### src/rtl/req_pending_latch.sv
// req_pending_latch: captures request events into per-bit pending flags cleared by indexed ack, with enable mask and sticky overflow
// Optional rising-edge event detection is built when REQ_PENDING_EDGE_DETECT_EN is defined; otherwise request levels are events.
module req_pending_latch #(
  parameter int WIDTH = 8,
  parameter int IDX_W = $clog2(WIDTH),
  parameter logic [WIDTH-1:0] MASK_RST = {WIDTH{1'b1}}
) (
  input  logic             clk,
  input  logic             rst,
  input  logic [WIDTH-1:0] req,
  input  logic             mask_wr,
  input  logic [WIDTH-1:0] mask_data,
  input  logic             ack,
  input  logic [IDX_W-1:0] ack_idx,
  input  logic             ovf_clr,
  output logic [WIDTH-1:0] pending,
  output logic [WIDTH-1:0] pending_raw,
  output logic [WIDTH-1:0] mask,
  output logic [WIDTH-1:0] overflow,
  output logic             any
);
  logic [WIDTH-1:0] raw_q, mask_q, ovf_q, ev, clr, ev_ovf;
`ifdef REQ_PENDING_EDGE_DETECT_EN
  logic [WIDTH-1:0] req_q;
  // previous request sample; zero after reset so a held request counts as an edge
  always_ff @(posedge clk or posedge rst)
    if (rst) req_q <= '0;
    else req_q <= req;
  assign ev = req & ~req_q;
`else
  assign ev = req;
`endif
  // one-hot clear; indices at or above WIDTH shift the bit out and clear nothing
  always_comb begin
    clr = ack ? (WIDTH'(1) << ack_idx) : '0;
    ev_ovf = ev & raw_q & ~clr;
  end
  // pending, overflow and mask state; a new event wins over a same-cycle clear
  always_ff @(posedge clk or posedge rst)
    if (rst) begin
      raw_q <= '0;
      ovf_q <= '0;
      mask_q <= MASK_RST;
    end else begin
      raw_q <= (raw_q & ~clr) | ev;
      ovf_q <= ovf_clr ? ev_ovf : (ovf_q | ev_ovf);
      if (mask_wr) mask_q <= mask_data;
    end
  assign pending = raw_q & mask_q;
  assign pending_raw = raw_q;
  assign mask = mask_q;
  assign overflow = ovf_q;
  assign any = |pending;
endmodule

### config.mk
export PLATFORM = sky130hd
export DESIGN_NAME = req_pending_latch
export DESIGN_NICKNAME = d
export VERILOG_FILES = /design/src/rtl/req_pending_latch.sv
export SDC_FILE = /design/constraint.sdc
export NUM_CORES = 1
export LEC_CHECK = 0
export CORE_MARGIN = 2
export CORE_UTILIZATION = 35
export CTS_BUF_LIST = sky130_fd_sc_hd__clkbuf_8
export CTS_CLUSTER_SIZE = 24
export DETAILED_ROUTE_END_ITERATION = 10
export PLACE_DENSITY = 0.8
export SKIP_CTS_REPAIR_TIMING = 1
export SYNTH_ARGS = -nofsm -noshare
export SYNTH_HDL_FRONTEND = slang
export SYNTH_SLANG_ARGS = --single-unit
export TNS_END_PERCENT = 1
### constraint.sdc
create_clock -name clk -period 1.6 [get_ports clk]
set_input_delay 0.16 -clock clk [delete_from_list [all_inputs] [get_ports clk]]
set_output_delay 0.16 -clock clk [all_outputs]
set_load 0.02 [all_outputs]
==> results.json <==
{
  "via_count": 963,
  "drive_gt1_frac": 0.337,
  "grt-ovfl-total": 0,
  "clock-skew-final_ns": 0.00233,
  "core_area_mm2": 0.00276,
  "drv_slew": 0,
  "yosysSeqAreaShare": 0.605,
  "synth_area_mm2": 0.00101,
  "fill_cells": 211,
  "final_common_cell": "clkdlybuf4s50_1",
  "cp.required_ns": 1.44,
  "syn_to_final_growth_pct": 85.1,
  "grtUsageTotal": 0.178,
  "cap_violations": 0,
  "nets": 197,
  "rr_startpoint": "pending_raw[1]$_DFF_PP0_",
  "vias_per_cell": 4.74,
  "setup_viol": 1,
  "clockBufferDepth": 2,
  "final_cell_area_mm2": 0.00187,
  "place_ws_ns": -0.596,
  "finalCritPeriodShare": 1.30,
  "reg2reg_depth": 4,
  "dieArea_mm2": 0.00333,
  "avgSynthCellArea_um2": 11.2,
  "power.density_mw_per_mm2": 850,
  "cts_tree": "yes",
  "crit_fanout": 2,
  "root_buffer": "clkbuf_8",
  "r2r_slack_ns": 0.65,
  "fin_tns_setup_ns": -0.474,
  "rsz0062_at_grt": "true",
  "hold_class": "primary input to asynchronous set/reset pin",
  "synth_cells": 90,
  "status": "complete, but fails checks",
  "syn_nets": 114,
  "crit_chain": "and2_4 > or4_4 > or4_4 > buf_6",
  "cts.sinks": 24,
  "cts_buffers": 3,
  "tightest_slew_ns": 0.417,
  "die_w_um": 57.7,
  "dp_hpwl_um": 2260,
  "crit_arrival_ns": 1.91,
  "fmaxAchievable_mhz": 482,
  "clkLatencyLatePin_ns": 0.27,
  "cp-start-kind": "flip-flop",
  "place_area_mm2": 0.00179,
  "setup_slack_ns": -0.474,
  "finalHoldViolCount": 0,
  "max_slew_margin": 0.719,
  "yosys_warnings": 0,
  "antenna_left": 0,
  "post_drt_wl_per_cell_um": 14.1,
  "period_minus_slack_ns": 2.07,
  "wl_um": 2860,
  "start_util": 0.366,
  "cpMostUsedCell": "or4_4",
  "grt_pass1_wl_um": 4420,
  "gp_congestion": 0.840,
  "io_buffers": 56,
  "dr.pass1.iters": 4,
  "worstSetupPathType": "flip-flop to primary output",
  "htree_num_levels": 1,
  "synth.distinct_cells": 17,
  "leakage_nw": 0.932,
  "cp_slowest_stage_delay_ns": 0.53,
  "ys_ff_latch": 24,
  "drc": 0,
  "drt_iter0_markers": 31,
  "rows": 19,
  "vdd_drop_max_mv": 0.724,
  "grt_max_degree": 25,
  "final_cell_mix": "clkdlybuf4s50_1 (39), buf_4 (29), inv_1 (19)",
  "total_power_mw": 1.59,
  "regArea_um2": 613,
  "slowest_stage": "or4_4",
  "violations": "setup timing",
  "pin_count": 57,
  "diodes": 0,
  "clkSlewWorstSetupHoldPaths_ns": 0.08,
  "grt_pass1_vias": 974,
  "antenna_found_initial": 0,
  "multi_input_area_um2": 332,
  "r2r-end": "overflow[1]$_DFF_PP0_",
  "die_h_um": 57.7,
  "cp-end-kind": "primary output"
}
[power breakdown]
group / switching [mW] / total (mW) / internal [mW]
clock network: 0.191 / 0.411 / 0.220
registers: 0.0252 / 0.693 / 0.668
logic: 0.216 / 0.482 / 0.265
[layout make-up]
type,instances,share of cell area
Clock buffer,4,0.0295
Inverter,19,0.0382
Tap cell,31,0.0208
Timing Repair Buffer,80,0.405
Sequential cell,24,0.328
Multi-Input combinational cell,45,0.178
[worst max-delay path by stage]
stage                                   from  end  depth (start not counted)
finish              pending_raw[3]$_DFF_PP0_  any                          4
global route        pending_raw[3]$_DFF_PP0_  any                          4
CTS                 pending_raw[3]$_DFF_PP0_  any                          4
detailed placement  pending_raw[3]$_DFF_PP0_  any                          4
global placement    pending_raw[3]$_DFF_PP0_  any                          4
floorplan           pending_raw[3]$_DFF_PP0_  any                          3
[registers in the layout (all words and copies together), names as in the netlist]
signal and count:
mask 8, overflow 8, pending_raw 8
[cell families after synthesis]
logic type,synth area share
flops,0.605
buf+inv,0.0782
simple gates,0.114
mux,0.0893
compound gates,0.113
[per-layer routing]
metal / wire (um) / vias to the layer above / global-route usage
li1: - / 472 / -
met1: 1190 / 447 / 0.220
met2: 1430 / 39 / 0.305
met3: 211 / 5 / 0.0424
met4: 36 / 0 / 0.0598
met5: 0 / - / 0
[worst max-delay path: cells and delay by family (launching register included)]
kind,cells,cell delay [ns]
buffers and inverters,1,0.15
DFF,1,0.41
and+or+nand+nor,3,1.10
[synth_stat cells]
cell type | instances | area (um2)
nand3_1 | 1 | 5.00
nand2_1 | 8 | 30.0
or4_1 | 2 | 15.0
inv_1 | 19 | 71.3
o22ai_1 | 7 | 43.8
nand4_1 | 1 | 6.26
mux2_2 | 8 | 90.1
a21o_1 | 1 | 7.51
dfrtp_1 | 16 | 400
o21ai_0 | 1 | 5.00
dfstp_2 | 8 | 210
o41ai_1 | 4 | 35.0
clkbuf_1 | 2 | 7.51
and2_4 | 1 | 8.76
o31ai_1 | 3 | 22.5
and2_1 | 7 | 43.8
or2_2 | 1 | 6.26
[stage by stage]
stage / cells / hold slack, ns / utilization
after global placement: 199 / 0.516 / 0.650
after floorplan: 90 / 0.169 / -
after global routing: 203 / 0.278 / 0.677
after detailed placement: 199 / 0.526 / 0.650
final: 203 / 0.237 / 0.677
after CTS: 203 / 0.246 / 0.670
Note: power is estimated with default switching activity, not from simulation.
